### config.mk
export PLATFORM = sky130hd
export DESIGN_NAME = fetch_stage
export DESIGN_NICKNAME = d
export VERILOG_FILES = /design/src/rtl/fetch_stage.sv
export SDC_FILE = /design/constraint.sdc
export NUM_CORES = 1
export LEC_CHECK = 0
export ABC_AREA = 1
export BUFFER_PORTS_ARGS = -buffer_cell sky130_fd_sc_hd__buf_2
export CORE_MARGIN = 2
export CORE_UTILIZATION = 55
export DETAILED_ROUTE_END_ITERATION = 6
export MAX_ROUTING_LAYER = met4
export PLACE_DENSITY = 0.8
export SKIP_CTS_REPAIR_TIMING = 1
export SLEW_MARGIN = 5
export SYNTH_ARGS = -nofsm -noshare
export SYNTH_HDL_FRONTEND = slang
export SYNTH_SLANG_ARGS = --single-unit
### constraint.sdc
create_clock -name clk -period 3.3 [get_ports clk]
set_input_delay 0.66 -clock clk [delete_from_list [all_inputs] [get_ports clk]]
set_output_delay 0.66 -clock clk [all_outputs]
set_load 0.02 [all_outputs]
### src/rtl/fetch_stage.sv
// Instruction fetch stage: single-outstanding imem requester feeding the IF/ID register through a one-entry skid buffer.
// Optional misaligned-redirect trap enabled by defining FETCH_MISALIGN_CHK_EN (adds the fetch_fault output).
module fetch_stage #(
   parameter int               WIDTH    = 32,
   parameter logic [WIDTH-1:0] RESET_PC = '0
) (
   input  logic             clk,
   input  logic             rst_n,
   output logic             imem_req,
   output logic [WIDTH-1:0] imem_addr,
   input  logic             imem_gnt,
   input  logic             imem_rvalid,
   input  logic [WIDTH-1:0] imem_rdata,
   input  logic             redirect_valid,
   input  logic [WIDTH-1:0] redirect_pc,
   input  logic             id_stall,
   output logic             id_valid,
   output logic [WIDTH-1:0] id_instr,
   output logic [WIDTH-1:0] id_pc,
   output logic [WIDTH-1:0] id_pc_plus4
`ifdef FETCH_MISALIGN_CHK_EN
   ,output logic            fetch_fault
`endif
);

   typedef enum logic [1:0] {S_REQ, S_WAIT, S_DRAIN} state_t;

   state_t           state_q, state_d;
   logic [WIDTH-1:0] pc_q, pc_d;
   logic             skid_valid_q;
   logic [WIDTH-1:0] skid_instr_q, skid_pc_q;
   logic [WIDTH-1:0] redirect_tgt;
   logic             fetch_blocked;
   logic             grant, rsp_wait, slot_free;

`ifdef FETCH_MISALIGN_CHK_EN
   logic fault_q;

   assign redirect_tgt  = redirect_pc;
   assign fetch_blocked = fault_q;
   assign fetch_fault   = fault_q;

   // Fault latches on any misaligned redirect and clears only on an aligned one.
   always_ff @(posedge clk or negedge rst_n) begin
      if (!rst_n)              fault_q <= 1'b0;
      else if (redirect_valid) fault_q <= |redirect_pc[1:0];
   end
`else
   assign redirect_tgt  = redirect_pc & ~(WIDTH'(3));
   assign fetch_blocked = 1'b0;
`endif

   assign imem_req  = (state_q == S_REQ) && !skid_valid_q && !fetch_blocked;
   assign imem_addr = pc_q;
   assign grant     = imem_req && imem_gnt;
   assign rsp_wait  = (state_q == S_WAIT) && imem_rvalid;
   assign slot_free = !id_valid || !id_stall;

   // NOTE: every always_comb output gets a default first so no path can infer a latch.
   always_comb begin
      state_d = state_q;
      pc_d    = pc_q;
      unique case (state_q)
         S_REQ:   if (grant) state_d = S_WAIT;
         S_WAIT:  if (imem_rvalid) begin
                     state_d = S_REQ;
                     pc_d    = pc_q + WIDTH'(4);
                  end
         S_DRAIN: if (imem_rvalid) state_d = S_REQ;
         default: state_d = S_REQ;
      endcase
      if (redirect_valid) begin
         pc_d = redirect_tgt;
         // A request already accepted for the old path must have its response drained.
         case (state_q)
            S_REQ:   state_d = grant ? S_DRAIN : S_REQ;
            S_WAIT:  state_d = imem_rvalid ? S_REQ : S_DRAIN;
            default: ;
         endcase
      end
   end

   // NOTE: sequential state uses non-blocking assignments so all flops update from pre-edge values.
   always_ff @(posedge clk or negedge rst_n) begin
      if (!rst_n) begin
         state_q <= S_REQ;
         pc_q    <= RESET_PC;
      end else begin
         state_q <= state_d;
         pc_q    <= pc_d;
      end
   end

   always_ff @(posedge clk or negedge rst_n) begin
      if (!rst_n) begin
         id_valid     <= 1'b0;
         id_instr     <= '0;
         id_pc        <= '0;
         id_pc_plus4  <= '0;
         skid_valid_q <= 1'b0;
         skid_instr_q <= '0;
         skid_pc_q    <= '0;
      end else if (redirect_valid) begin
         id_valid     <= 1'b0;
         skid_valid_q <= 1'b0;
      end else if (slot_free) begin
         if (skid_valid_q) begin
            id_valid     <= 1'b1;
            id_instr     <= skid_instr_q;
            id_pc        <= skid_pc_q;
            id_pc_plus4  <= skid_pc_q + WIDTH'(4);
            skid_valid_q <= 1'b0;
         end else if (rsp_wait) begin
            id_valid    <= 1'b1;
            id_instr    <= imem_rdata;
            id_pc       <= pc_q;
            id_pc_plus4 <= pc_q + WIDTH'(4);
         end else begin
            id_valid <= 1'b0;
         end
      end else if (rsp_wait) begin
         // Decode is holding: park the response until the stall releases.
         skid_valid_q <= 1'b1;
         skid_instr_q <= imem_rdata;
         skid_pc_q    <= pc_q;
      end
   end

endmodule

-- Yosys cells after proc, flatten, opt, wreduce, memory -nomap -nowiden
Cells that the tools add are included.
- register bits after elaboration: 196
- input port bits: 70
- mux-type cells: 23
- equality and inequality tests: 2
- bitwise gates (word level): 2
- add/sub/neg operators: 2
- reductions and logical operators: 17
- operators with widths (kind ; count):
    2-to-1 mux 32 bit ; 9
    adder 32 x 3 -> 32 bit (second input constant) ; 2
    2-to-1 mux 2 bit ; 5
    one-hot mux 2 bit (2 select lines) ; 2
    nonzero test 2 bit ; 4
    2-to-1 mux 1 bit ; 7
    AND reduction 3 bit ; 2
    logical AND 1 bit ; 3
    logical NOT 1 bit ; 3
    nonzero test 3 bit ; 1
    == test 2 x 1 -> 1 bit (second input constant) ; 1
    == test 2 bit (second input constant) ; 1
    logical NOT 2 bit ; 1
    NOT 1 bit ; 2
    AND reduction 2 bit ; 1
    OR reduction 2 bit ; 1
    logical OR 1 bit ; 1

-- Depth between registers and ports, before layout
- depth in word-level cells: 7
- depth in mapped cells: 12
- gate-level depth less buffers: 12

-- Worst setup path before layout
Ideal clock, no wire load.
- path type: input-to-reg
- start: input port redirect_valid
- end: register id_pc_plus4[3]
- data required time: 3.176 ns
- library setup time: 0.124 ns
- stages: 9
- buffers on the path: 3
- arrival: 1.618 ns
- setup slack: 1.558 ns
- cells stage by stage: buf_2 -> inv_1 -> o21ai_4 -> nor2_8 -> inv_2 -> buf_6 -> buf_2 -> nand2_1 -> o31ai_1
- cells in the longest elaborated chain, start to end: 2
- ends and longest elaborated chain (element ; line ; source):
    from (decl) ; 14 ; input logic redirect_valid,
    NOT 1 bit (no source line) ; -- ;
    AND reduction 3 bit (no source line) ; -- ;
    to (signal assigned) ; 111 ; id_pc_plus4 <= skid_pc_q + WIDTH'(4);
    to (signal assigned) ; 117 ; id_pc_plus4 <= pc_q + WIDTH'(4);
    to (decl) ; 20 ; output logic [WIDTH-1:0] id_pc_plus4
No other way between the ends.
A chain may end at the register's enable or synchronous reset.

-- Final worst setup path
- start: register state_q[0]
- end: register pc_q[7] (netlist: imem_addr[7])
- cells in the longest elaborated chain, start to end: 3
- ends and longest elaborated chain (element ; line ; source):
    from (decl) ; 28 ; state_t state_q, state_d;
    from (signal assigned) ; 89 ; state_q <= state_d;
    == test 2 x 1 -> 1 bit ; 63 ; unique case (state_q)
    nonzero test 2 bit (no source line) ; -- ;
    AND reduction 2 bit (no source line) ; -- ;
    to (signal assigned) ; 90 ; pc_q <= pc_d;
    to (decl) ; 29 ; logic [WIDTH-1:0] pc_q, pc_d;
No other way between the ends.

==> results by group <==
Yosys
  • Sequential cell area fraction in the yosys report: 0.480
  • Yosys cell types: 39
  • Share of flip-flops with an asynchronous set or reset: 1.00
  • Main synth FF type: dfrtp_1
  • Number of flops mapped to enable cells by yosys: 0
  • FF+latch count, synth: approximately 190
  • Synthesized cell area: 9790 um^2
  • Syn_area_per_cell: 7.69 um^2
  • Cells after Synth: approximately 1300
  • Yosys warns: 0

Layout
  • Ant diodes: 0
  • Most common cell after layout, fill and taps aside: nand2_1
  • Final cell count without fillers: around 1700
  • Commonest cells after routing, fill and taps aside: 477 x nand2_1, 190 x buf_2, 188 x dfrtp_1
  • P&R area growth vs syn: 16.6%
  • Share of cells above drive strength 1: 0.185
  • Design area: 11400 um^2
  • Util after Layout: 0.658
  • Nets: approximately 1500
  • # fillers: 1550

Min path
  • Min-delay worst type: input pin to asynchronous set/reset pin

Timing
  • Final hold violation count: 0
  • Setup ws final: 0.847 ns
  • Max Clk Rate: 408 MHz
  • Crit share post-route: 0.743
  • TNS Setup: 0 ns
  • RSZ-0062 raised after global routing: no
  • Slew margin rel.: 0.488
  • Skew final: around 0.014 ns
  • Pins Over Slew Limit: 0
  • Final setup violation count: 0
  • Slew @ Worst Pin: 0.766 ns
  • Fin crit period: around 2.5 ns

Power
  • Int Pwr: 5.00 mW
  • Logic gate share of total power: 0.336
  • Net Sw Frac: 0.396
  • Worst vdd ir: about 0.43 mV
  • Clock Power Share: 0.241
  • Leak Pwr: approximately 5.9 nW
  • Psw: 3.28 mW
  • Sequential Power Share: 0.423
  • Pwr/cell area: 725 nW/um^2

Setup path
  • Worst Setup End Kind: flip-flop
  • Setup CP Type: flip-flop to flip-flop
  • Crit Path Max Fanout: 20
  • CP Data Arrival Time: 2.78 ns
  • Required @ worst endpoint: approximately 3.6 ns
  • Crit path launch type: flip-flop

Detailed routing
  • First-pass iteration count of the detailed router: 5
  • Via count: 8768
  • Routed vias/inst: 5.24
  • Antenna viol nets, final: 0
  • Avg WL per Cell: 15.3 um
  • Drt first-iter violations: 712
  • Drc violations: 0
  • Total wire length: 25600 um

Placement
  • Placed cell count: 1641
  • Hpwl dp: about 19000 um
  • Placement Cell Area: 10900 um^2
  • Placement Setup Slack: 0.750 ns
  • Gpl congestion: slightly below 1
  • PortBufs: roughly 190

Die
  • # rows: 48
  • Core Footprint: 17400 um^2
  • Top Ports: 200
  • Die footprint: between 15000 and 20000 um^2
  • Height of the die: 137 um
  • Initial Utilization: 0.564
  • DIE WIDTH: 137 um

GRT
  • Global-route wire length before repair: 40800 um
  • Gr ovfl total: 0
  • Vias in the first global route: 8048
  • Pin count of the biggest net entering global routing: 74
  • GRT Util Overall: 0.289
  • Initial antenna violation count: 0

CTS
  • H-tree Lvls: 4
  • Clock sinks: 188
  • Max Root-Sink Buffers: 2
  • Clk slew on worst S/H paths: 0.07 ns
  • TritonCTS clock tree: done
  • Num CTS Buffers: 17
  • CTS root buf: clkbuf_16
  • Worst skew pair latency: approximately 0.44 ns

Job
  • MaxCap Viol Count: 0

Status
  • Status: completed
cell type report:
| class | count | area (um^2) | share of cell area |
|---|---|---|---|
| Clock buffer | 18 | 429 | 0.0376 |
| Clock inverter | 13 | 138 | 0.0120 |
| Inverter | 99 | 375 | 0.0329 |
| Multi-Input combinational cell | 925 | 4360 | 0.381 |
| Sequential cell | 188 | 4700 | 0.412 |
| Tap cell | 225 | 282 | 0.0246 |
| Timing Repair Buffer | 204 | 1140 | 0.0996 |
power by group through the flow:
stage	sequential [mW]	combinational (mW)	clock, mW
2_1_floorplan	4.17	1.10	0
3_3_place_gp	3.50	2.72	0
3_5_place_dp	3.52	2.78	0
4_1_cts	3.49	2.80	2.01
5_1_grt	3.60	3.09	2.11
6_report	3.50	2.79	2.00
synthesized netlist by cell type (2+ instances only):
cell type	number	area [um^2]
o21ai_1	54	270
clkbuf_1	23	86.3
ha_1	5	62.6
buf_4	9	67.6
a21oi_1	5	25.0
buf_2	26	130
nand2_2	5	31.3
xor2_1	20	175
and2_1	4	25.0
nand2_1	478	1790
nand3_1	61	305
inv_2	2	7.51
buf_6	7	78.8
nand3b_1	8	60.1
nor2_4	9	101
o21ai_0	140	701
nor2_8	2	40.0
nand2_4	2	22.5
nor2_2	7	43.8
o211ai_1	26	195
xnor2_1	6	52.6
inv_1	97	364
xor2_2	2	32.5
dfrtp_1	188	4700
nor2_1	69	259
o221ai_1	6	52.6
final timing paths:
| path | startpoint | endpoint | slack [ns] | depth (start not counted) |
|---|---|---|---|---|
| worst max register to register | state_q[0] | imem_addr[7] | 0.85 | 6 |
| min in group clk | redirect_pc[18] | imem_addr[18] | 0.46 | 3 |
| worst max-delay path | state_q[0] | imem_addr[7] | 0.85 | 6 |
| worst min-delay path | rst_n | id_instr[19] | 0.15 | 1 |
| worst min register to register | id_pc_plus4[7] | id_pc_plus4[7] | 0.48 | 2 |
| max in group asynchronous | rst_n | skid_pc_q[17] | 2.30 | 2 |
cells by family after synthesis:
kind of cell               after synthesis  synth area share
other                                    1          0.000383
xor gates and xnor gates                28            0.0266
DFF                                    188             0.480
and+or+nand+nor                        650             0.277
buffers and inverters                  166            0.0773
AOI/OAI and AO/OA                      236             0.132
adders and majority gates                5           0.00639
flip-flops by register name, summed over array words and instances, names as in the netlist:
register,count
imem_addr,30
skid_instr_q,32
id_valid,1
skid_valid_q,1
id_instr,32
state_q,2
id_pc,30
skid_pc_q,30
id_pc_plus4,30
worst max-delay path, cell delays in order (launching register included):
cell	delay, ns
dfrtp_1	0.41
ha_1	0.23
nand2_1	0.08
inv_1	0.10
nor2_1	0.57
inv_1	0.57
o221ai_1	0.38
layer usage:
| layer | up-vias | global-route usage | share of wire |
|---|---|---|---|
| met5 | - | - | 0 |
| met4 | 0 | 0.0676 | 0.015 |
| met2 | 319 | 0.428 | 0.44 |
| met3 | 38 | 0.0500 | 0.074 |
| li1 | 4379 | - | - |
| met1 | 4032 | 0.417 | 0.47 |
per-stage QoR:
stage	hold slack, ns	power, mW
after floorplan	0.364	5.27
after global placement	0.460	6.21
after detailed placement	0.461	6.31
after CTS	0.166	8.31
after global routing	0.167	8.80
final	0.146	8.28
Note: power is estimated with default switching activity, not from simulation.
